$ cat src/rtl/dmem_arb_pkg.sv
// Shared types for the data-memory arbiter: FSM states, transaction owner,
// and the width of the read-latency down-counter (MEM_LAT is at most 15).
package dmem_arb_pkg;

  typedef enum logic [1:0] {
    IDLE,
    ISSUE,
    WAIT,
    RESP
  } state_t;

  typedef enum logic {
    OWN_CORE,
    OWN_EXT
  } owner_t;

  localparam int LAT_W = 4;

endpackage

$ cat src/rtl/dmem_arb_pick.sv
// Grant selector for the data-memory arbiter. The core wins by default. The
// ext port is forced to win once the core has taken STARVE_MAX consecutive
// grants while ext was waiting.
module dmem_arb_pick
  import dmem_arb_pkg::*;
#(
  parameter int STARVE_MAX = 4
) (
  input  logic   clk,
  input  logic   rst,
  input  logic   core_req,
  input  logic   ext_req,
  input  logic   grant,
  output owner_t owner
);

  localparam int CNT_W = $clog2(STARVE_MAX + 1);

  logic [CNT_W-1:0] starve_cnt;
  logic             starved;

  assign starved = (starve_cnt == CNT_W'(STARVE_MAX));

  // Priority pick: ext wins only when it is alone or has been starved.
  always_comb begin
    owner = OWN_CORE;
    if (ext_req && (!core_req || starved)) owner = OWN_EXT;
  end

  // Starvation counter: counts contested core grants, clears on an ext grant.
  always_ff @(posedge clk or posedge rst) begin
    // NOTE: clocked state uses non-blocking assignments so every register
    // samples pre-edge values, independent of block ordering.
    if (rst) begin
      starve_cnt <= '0;
    end else if (grant) begin
      if (owner == OWN_EXT) begin
        starve_cnt <= '0;
      end else if (ext_req && !starved) begin
        starve_cnt <= starve_cnt + CNT_W'(1);
      end
    end
  end

endmodule

$ cat src/rtl/dmem_arbiter.sv
// Shares a single-port data memory between the core memory stage and an
// external loader/debug master. It runs an IDLE/ISSUE/WAIT/RESP access FSM
// with a fixed read latency of MEM_LAT cycles.
// Optional build macro DMEM_ARB_ALIGN_CHK_EN: adds core_err/ext_err. When it
// is set, an access to a misaligned word skips the memory and completes with
// err.
module dmem_arbiter
  import dmem_arb_pkg::*;
#(
  parameter int ADDR_W     = 32,
  parameter int DATA_W     = 32,
  parameter int MEM_LAT    = 2,
  parameter int STARVE_MAX = 4
) (
  input  logic              clk,
  input  logic              rst,
  input  logic              core_req,
  input  logic              core_we,
  input  logic [ADDR_W-1:0] core_addr,
  input  logic [DATA_W-1:0] core_wdata,
  output logic              core_stall,
  output logic              core_done,
  output logic [DATA_W-1:0] core_rdata,
  input  logic              ext_req,
  input  logic              ext_we,
  input  logic [ADDR_W-1:0] ext_addr,
  input  logic [DATA_W-1:0] ext_wdata,
  output logic              ext_done,
  output logic [DATA_W-1:0] ext_rdata,
  output logic              mem_en,
  output logic              mem_we,
  output logic [ADDR_W-1:0] mem_addr,
  output logic [DATA_W-1:0] mem_wdata,
  input  logic [DATA_W-1:0] mem_rdata,
  output logic              busy
`ifdef DMEM_ARB_ALIGN_CHK_EN
  ,
  output logic              core_err,
  output logic              ext_err
`endif
);

  localparam logic [LAT_W-1:0] LAT_INIT = LAT_W'(MEM_LAT - 1);

  state_t            state, state_nxt;
  owner_t            owner_q, pick_owner;
  logic              we_q;
  logic [ADDR_W-1:0] addr_q;
  logic [DATA_W-1:0] wdata_q;
  logic [LAT_W-1:0]  lat_cnt;
  logic [DATA_W-1:0] core_rdata_q, ext_rdata_q;
  logic              grant;
  logic              misalign;
  logic              rd_resp;

  assign grant = (state == IDLE) && (core_req || ext_req);

`ifdef DMEM_ARB_ALIGN_CHK_EN
  assign misalign = (addr_q[1:0] != 2'b00);
  assign core_err = (state == RESP) && (owner_q == OWN_CORE) && misalign;
  assign ext_err  = (state == RESP) && (owner_q == OWN_EXT) && misalign;
`else
  assign misalign = 1'b0;
`endif

  // A read that actually touched memory returns data in RESP.
  assign rd_resp = (state == RESP) && !we_q && !misalign;

  dmem_arb_pick #(
    .STARVE_MAX(STARVE_MAX)
  ) u_pick (
    .clk     (clk),
    .rst     (rst),
    .core_req(core_req),
    .ext_req (ext_req),
    .grant   (grant),
    .owner   (pick_owner)
  );

  // FSM state register.
  always_ff @(posedge clk or posedge rst) begin
    if (rst) state <= IDLE;
    else     state <= state_nxt;
  end

  // Latch the winning request's fields at grant.
  always_ff @(posedge clk or posedge rst) begin
    // NOTE: the latched fields are reset because they drive mem_addr and
    // mem_wdata directly, and those must read zero after reset.
    if (rst) begin
      owner_q <= OWN_CORE;
      we_q    <= 1'b0;
      addr_q  <= '0;
      wdata_q <= '0;
    end else if (grant) begin
      owner_q <= pick_owner;
      we_q    <= (pick_owner == OWN_EXT) ? ext_we    : core_we;
      addr_q  <= (pick_owner == OWN_EXT) ? ext_addr  : core_addr;
      wdata_q <= (pick_owner == OWN_EXT) ? ext_wdata : core_wdata;
    end
  end

  // Read-latency down-counter: loaded in ISSUE, counts down through WAIT.
  always_ff @(posedge clk or posedge rst) begin
    if (rst)                 lat_cnt <= '0;
    else if (state == ISSUE) lat_cnt <= LAT_INIT;
    else if (state == WAIT)  lat_cnt <= lat_cnt - LAT_W'(1);
  end

  // Held load data per port; each register changes only on its own read.
  always_ff @(posedge clk or posedge rst) begin
    if (rst) begin
      core_rdata_q <= '0;
      ext_rdata_q  <= '0;
    end else if (rd_resp) begin
      if (owner_q == OWN_EXT) ext_rdata_q  <= mem_rdata;
      else                    core_rdata_q <= mem_rdata;
    end
  end

  // Next-state and output decode.
  always_comb begin
    // NOTE: every output gets a default first, so no path through the case
    // leaves a signal unassigned and no latch is inferred.
    state_nxt = state;
    mem_en    = 1'b0;
    mem_we    = 1'b0;
    core_done = 1'b0;
    ext_done  = 1'b0;
    unique case (state)
      IDLE: begin
        if (grant) state_nxt = ISSUE;
      end
      ISSUE: begin
        mem_en = !misalign;
        mem_we = we_q && !misalign;
        if (we_q || misalign || (MEM_LAT == 1)) state_nxt = RESP;
        else                                    state_nxt = WAIT;
      end
      WAIT: begin
        if (lat_cnt == LAT_W'(1)) state_nxt = RESP;
      end
      RESP: begin
        core_done = (owner_q == OWN_CORE);
        ext_done  = (owner_q == OWN_EXT);
        state_nxt = IDLE;
      end
      default: state_nxt = IDLE;
    endcase
  end

  assign mem_addr   = addr_q;
  assign mem_wdata  = wdata_q;
  assign busy       = (state != IDLE);
  assign core_stall = core_req && !core_done;
  assign core_rdata = (rd_resp && owner_q == OWN_CORE) ? mem_rdata : core_rdata_q;
  assign ext_rdata  = (rd_resp && owner_q == OWN_EXT)  ? mem_rdata : ext_rdata_q;

endmodule

$ cat config.mk
export PLATFORM = sky130hd
export DESIGN_NAME = dmem_arbiter
export DESIGN_NICKNAME = d
export VERILOG_FILES = /design/src/rtl/dmem_arb_pkg.sv /design/src/rtl/dmem_arb_pick.sv /design/src/rtl/dmem_arbiter.sv
export SDC_FILE = /design/constraint.sdc
export NUM_CORES = 1
export LEC_CHECK = 0
export ABC_AREA = 0
export CAP_MARGIN = 20
export CELL_PAD_IN_SITES_DETAIL_PLACEMENT = 0
export CELL_PAD_IN_SITES_GLOBAL_PLACEMENT = 1
export CORE_MARGIN = 2
export CORE_UTILIZATION = 33
export DETAILED_ROUTE_END_ITERATION = 7
export PLACE_DENSITY_LB_ADDON = 0.1
export SKIP_CTS_REPAIR_TIMING = 1
export SKIP_LAST_GASP = 1
export SLEW_MARGIN = 10
export SYNTH_ARGS = -nofsm -noshare
export SYNTH_HDL_FRONTEND = slang
export SYNTH_SLANG_ARGS = --single-unit
$ cat constraint.sdc
create_clock -name clk -period 6.67 [get_ports clk]
set_input_delay 1.0005 -clock clk [delete_from_list [all_inputs] [get_ports clk]]
set_output_delay 1.0005 -clock clk [all_outputs]
set_load 0.03 [all_outputs]
==> results of run 1 <==
## layer usage
| metal | global-route usage, % | vias to the layer above | share of wire (%) |
|---|---|---|---|
| met5 | 0 | - | 0.057 |
| met3 | 7.164 | 27 | 8.7 |
| li1 | - | 2601 | - |
| met1 | 24.13 | 2722 | 42 |
| met2 | 33.61 | 244 | 47 |
| met4 | 7.018 | 2 | 2.3 |
## layout by cell type (no fill, tap or decap), types with 2 or more instances in the layout
cell and n:
clkinvlp_4 2, mux2_1 3, nor2b_1 2, clkdlybuf4s50_1 298, nor2_1 3, o211ai_2 40, nor3_1 3, nand2b_1 2
nand2_1 135, dfrtp_1 139, mux2_2 63, bufinv_16 2, o211ai_1 25, o21ai_0 6, inv_6 5, and2_1 3
nand4_1 66, clkinv_4 4, ha_1 7, buf_4 7, clkbuf_16 17, inv_1 9
## area by class of cell
cell class | instances | area share, %
multi-input combinational | 374 | 26.39
inverter | 10 | 0.4183
timing repair buffer | 306 | 29.90
clock inverter | 14 | 1.587
tap | 265 | 3.260
antenna | 1 | 0.02461
sequential | 139 | 34.20
clock buffer | 18 | 4.220
## critical path, stage by stage, from the launching register on
cell	delay (ps)
dfrtp_1	410
ha_1	180
nand2b_1	110
nor2_4	730
mux2_2	430
clkdlybuf4s50_1	610
## flip-flops by register name (all words and copies together) (netlist names), 2 cells and up
signal             flops
ext_rdata_q           32
u_pick.starve_cnt      3
state                  2
mem_wdata             32
mem_addr              32
core_rdata_q          32
lat_cnt                4
## through the flow
step | utilization, % | cells
after floorplan | - | 574
after global placement | 49.69 | 1094
after detailed placement | 49.69 | 1094
after CTS | 52.76 | 1126
after global routing | 52.76 | 1126
final | 52.77 | 1127
## how the worst min path moves through the flow
| stage | endpoint | cells past startpoint | startpoint |
|---|---|---|---|
| 6_report | mem_wdata[9] | 2 | mem_wdata[9] |
| 5_1_grt | mem_wdata[9] | 2 | mem_wdata[9] |
| 4_1_cts | mem_wdata[24] | 2 | mem_wdata[24] |
| 3_5_place_dp | mem_wdata[24] | 2 | mem_wdata[24] |
| 3_3_place_gp | mem_addr[5] | 2 | mem_addr[5] |
| 2_1_floorplan | u_pick.starve_cnt[2] | 1 | u_pick.starve_cnt[2] |
## power by group
part	leakage, nW	internal, mW	switching, mW
combinational	2.19	1.30	1.80
sequential	1.67	1.27	0.177
clock	0.284	0.559	0.395
## cells in the mapped netlist (2+ instances only)
library cell	n	area (um2)
dfrtp_1	139	3478
nand2_1	135	506.7
nand4_1	66	412.9
mux2_2	63	709.4
o211ai_2	40	500.5
o211ai_1	25	187.7
clkbuf_1	24	90.09
buf_2	12	60.06
inv_1	10	37.54
ha_1	8	100.1
o21ai_0	7	35.03
buf_1	6	22.52
buf_6	5	56.30
buf_4	4	30.03
nor2_1	4	15.01
and2_1	3	18.77
mux2_1	3	33.78
nor3_1	3	15.01
nand2b_1	2	12.51
nor2b_1	2	12.51
## cells by family (layout without fill, tap and decap cells)
logic type	count (synthesis)	after routing	synth area share (%)
and+or+nand+nor	219	219	15.90
DFF	139	139	54.04
AOI/OAI and AO/OA	80	80	12.19
muxes	67	67	11.70
buffers and inverters	61	348	4.607
adders and majority gates	8	8	1.555
other	0	1	0
==> flow_metrics.tcl, run 1 <==
set metrics [dict create \
    reg2reg_depth 7 \
    syn_area_um2 6436 \
    overflow 0 \
    ys.flop_type "dfrtp_1" \
    status "complete, no violations" \
    syn_avg_cell_area_um2 11.21 \
    final-hold-violation-count 0 \
    rr_startpoint "state[0]" \
    cts_num_sinks 139 \
    hold_class "register to register" \
    grt_antenna_before_repair 2 \
    required_ps 5670 \
    cp-endpoint "core_rdata[31]" \
    finClkSkew_ps 9.038 \
    irDropWorstVdd_mv 0.1991 \
    stdcell_area_um2 10170 \
    grt.total_usage_pct 20.15 \
    final_nets 1022 \
    pre_cts_ws_ps 3147 \
    drt_iter0_markers 219 \
    die_w_um 143.7 \
    ant_nets 0 \
    period_share_pct 58.79 \
    cp-start-kind "register" \
    multi_input_area_um2 2684 \
    r2r_slack_ps 3420 \
    synth_seq_cells 139 \
    total_power_mw 5.502 \
    synthCells 574 \
    slew_headroom_pct 29.88 \
    cp-end-kind "primary output" \
    vias 5596 \
    syn_nets 748 \
    port_buffers 299 \
    crit_fanout 32 \
    placed_area_um2 9577 \
    power_density_nw_per_um2 541.0 \
    gp_routability_congestion 0.7631 \
    clockBufferDepth 2 \
    synth-edff-count 0 \
    drc 0 \
    first_global_vias 5737 \
    wirelength_um 20890 \
    cts_buffers 17 \
    start_util_pct 33.40 \
    rsz0062_at_grt "no" \
    first_pass_iters 5 \
    r2r-end "mem_addr[7]" \
    arrival_ps 2920 \
    clock.fmax_mhz 255.0 \
    grt_max_degree 73 \
    maxSlewViolCount 0 \
    drive_above_1_share_pct 17.31 \
    std_cell_rows 51 \
    die_h_um 143.7 \
    maxCapViolations 0 \
    wl_per_cell_um 18.54 \
    layout.area.seq_um2 3478 \
    finalCriticalPeriod_ps 3921 \
    worst_pin_slew_ps 1052 \
    dp_hpwl_um 14160 \
    worst_slack_ps 2749 \
    crit_path_start "state[1]" \
    yosysUniqueCellTypes 33 \
    hold_slack_ps 487.8 \
    p_leak_nw 4.147 \
    clock-root-buffer "clkbuf_16" \
    fin_tns_setup_ps 0 \
    clkTransAtPathRegs_ps 60 \
    h-tree-depth 4 \
    synth-async-reset-ratio_pct 100.0 \
    vias_per_cell 4.965 \
    yosysWarnings 0 \
    areaGrowthSynthToFinish_pct 58.01 \
    synth_seq_area_share_pct 54.04 \
    fill_cells 1760 \
    core_area_um2 19270 \
    grt_pass1_wl_um 31800 \
    critPathKind "register to primary output" \
    finalSetupViolCount 0 \
    clk_latency_ps 420 \
    cts_tree "done" \
    dieArea_um2 20640 \
    boundaryPins 300 \
]
(Power assumes the default switching activity.)
==> inputs of run 2 (changes only) <==
- CORE_UTILIZATION: 33 -> 28
- clock period: 6.67 -> 3.2 ns (I/O delays scaled with it)
==> run 2 against run 1 <==
Compared with the run above: die area is 17% higher; routed wire length is 5.6% higher; via count is 0.86% higher.
==> flow_metrics.tcl, run 2 (synthesized netlist as in run 1, its figures left out) <==
set metrics [dict create \
    rr_startpoint "state[0]" \
    grt_antenna_before_repair 2 \
    p_leak_nw 4.233 \
    first_global_vias 5982 \
    grt.total_usage_pct 18.09 \
    period_share_pct 94.36 \
    cts_tree "done" \
    fin_tns_setup_ps 0 \
    maxCapViolations 0 \
    clock-root-buffer "clkbuf_16" \
    power.internal_mw 6.817 \
    finalCriticalPeriod_ps 3020 \
    std_cell_rows 55 \
    start_util_pct 28.51 \
    areaGrowthSynthToFinish_pct 61.10 \
    reg2reg_depth 6 \
    boundaryPins 300 \
    power.share.clock_pct 18.8 \
    worst_pin_slew_ps 798.4 \
    drc 0 \
    layout_common_cells "298 x clkdlybuf4s50_1, 139 x dfrtp_1, 135 x nand2_1, 66 x nand4_1, 63 x mux2_2" \
    clkTransAtPathRegs_ps 60 \
    arrival_ps 2540 \
    rsz0062_at_grt "no" \
    vias 5644 \
    cp-start-kind "register" \
    r2r-end "u_pick.starve_cnt[2]" \
    clock.fmax_mhz 331.2 \
    finClkSkew_ps 6.415 \
    h-tree-depth 4 \
    hold_class "primary input to asynchronous set/reset pin" \
    die_h_um 155.6 \
    core_area_um2 22570 \
    finalSetupViolCount 0 \
    vias_per_cell 4.899 \
    first_pass_iters 4 \
    drive_above_1_share_pct 18.01 \
    sw_frac_of_total_pct 42.39 \
    grt_pass1_wl_um 34260 \
    ant_nets 0 \
    critPathKind "register to primary output" \
    status "complete, no violations" \
    stdcell_area_um2 10370 \
    clk_latency_ps 420 \
    wl_per_cell_um 19.15 \
    irDropWorstVdd_mv 0.4216 \
    cp-end-kind "primary output" \
    crit_fanout 32 \
    wirelength_um 22060 \
    power_frac_seq_pct 25.5 \
    dp_hpwl_um 15080 \
    overflow 0 \
    cts_num_sinks 139 \
    final_nets 1028 \
    required_ps 2720 \
    final-hold-violation-count 0 \
    clockBufferDepth 2 \
    fill_cells 2108 \
    drt_iter0_markers 274 \
    switchingPower_mw 5.015 \
    pwr-share-comb_pct 55.7 \
    dieArea_um2 24210 \
    power_density_nw_per_um2 1141 \
    maxSlewViolCount 0 \
    placed_area_um2 9711 \
    port_buffers 299 \
    grt_max_degree 92 \
    die_w_um 155.6 \
    slew_headroom_pct 46.77 \
    r2r_slack_ps 870 \
    mostFrequentLayoutCell "clkdlybuf4s50_1" \
    gp_routability_congestion 0.7664 \
    cts_buffers 17 \
]
[run 2: power by group through the flow]
stage	Clock (mW)	Combinational [mW]	Sequential, mW
4_1_cts	2.29	6.68	3.02
3_5_place_dp	0	6.66	3.04
6_report	2.23	6.59	3.01
2_1_floorplan	0	3.19	3.75
3_3_place_gp	0	6.56	3.01
5_1_grt	2.37	7.00	3.12
[run 2: area by class of cell]
cell class                      count  area [um2]  share of cell area, %
Antenna cell                        1       2.502                0.02413
Clock inverter                     14       230.2                  2.220
Timing Repair Buffer              312        3148                  30.36
Clock buffer                       17       425.4                  4.103
Multi-Input combinational cell    374        2686                  25.91
Sequential cell                   139        3478                  33.55
Inverter                           10       41.29                 0.3982
Tap cell                          285       356.6                  3.439
[run 2: critical path, cell delays in order, from the launching register on]
cell and delay (ps):
dfrtp_1 420, ha_1 210, and2_1 180, nand2b_2 90, buf_12 220, mux2_2 380
clkdlybuf4s50_1 610
[run 2: how the worst max path moves through the flow]
stage	startpoint	endpoint	cells after the start
floorplan	state[0]	ext_rdata[23]	6
global placement	state[0]	ext_rdata[1]	6
detailed placement	state[1]	ext_rdata[1]	6
CTS	state[1]	ext_rdata[1]	6
global route	state[0]	ext_rdata[1]	6
finish	state[1]	ext_rdata[1]	6
[run 2: routing by layer]
layer	up-vias	GRT usage [%]	wire, um
met3	27	5.583	1678
met1	2754	23.29	9666
met4	0	5.810	464
li1	2611	-	-
met5	-	0	0
met2	252	29.14	10250
[run 2: metrics by stage]
stage          util (%)  hold slack, ps  setup WS (ps)  cells  total power [mW]
6_report          45.94           287.4          180.4   1152             11.83
5_1_grt           45.94           277.5          88.03   1152             12.49
4_1_cts           45.93           268.2          160.2   1151             12.00
3_5_place_dp      43.02           469.9          614.9   1120             9.700
3_3_place_gp      43.02           470.4          633.4   1120             9.569
2_1_floorplan         -           451.4          921.4    574             6.938
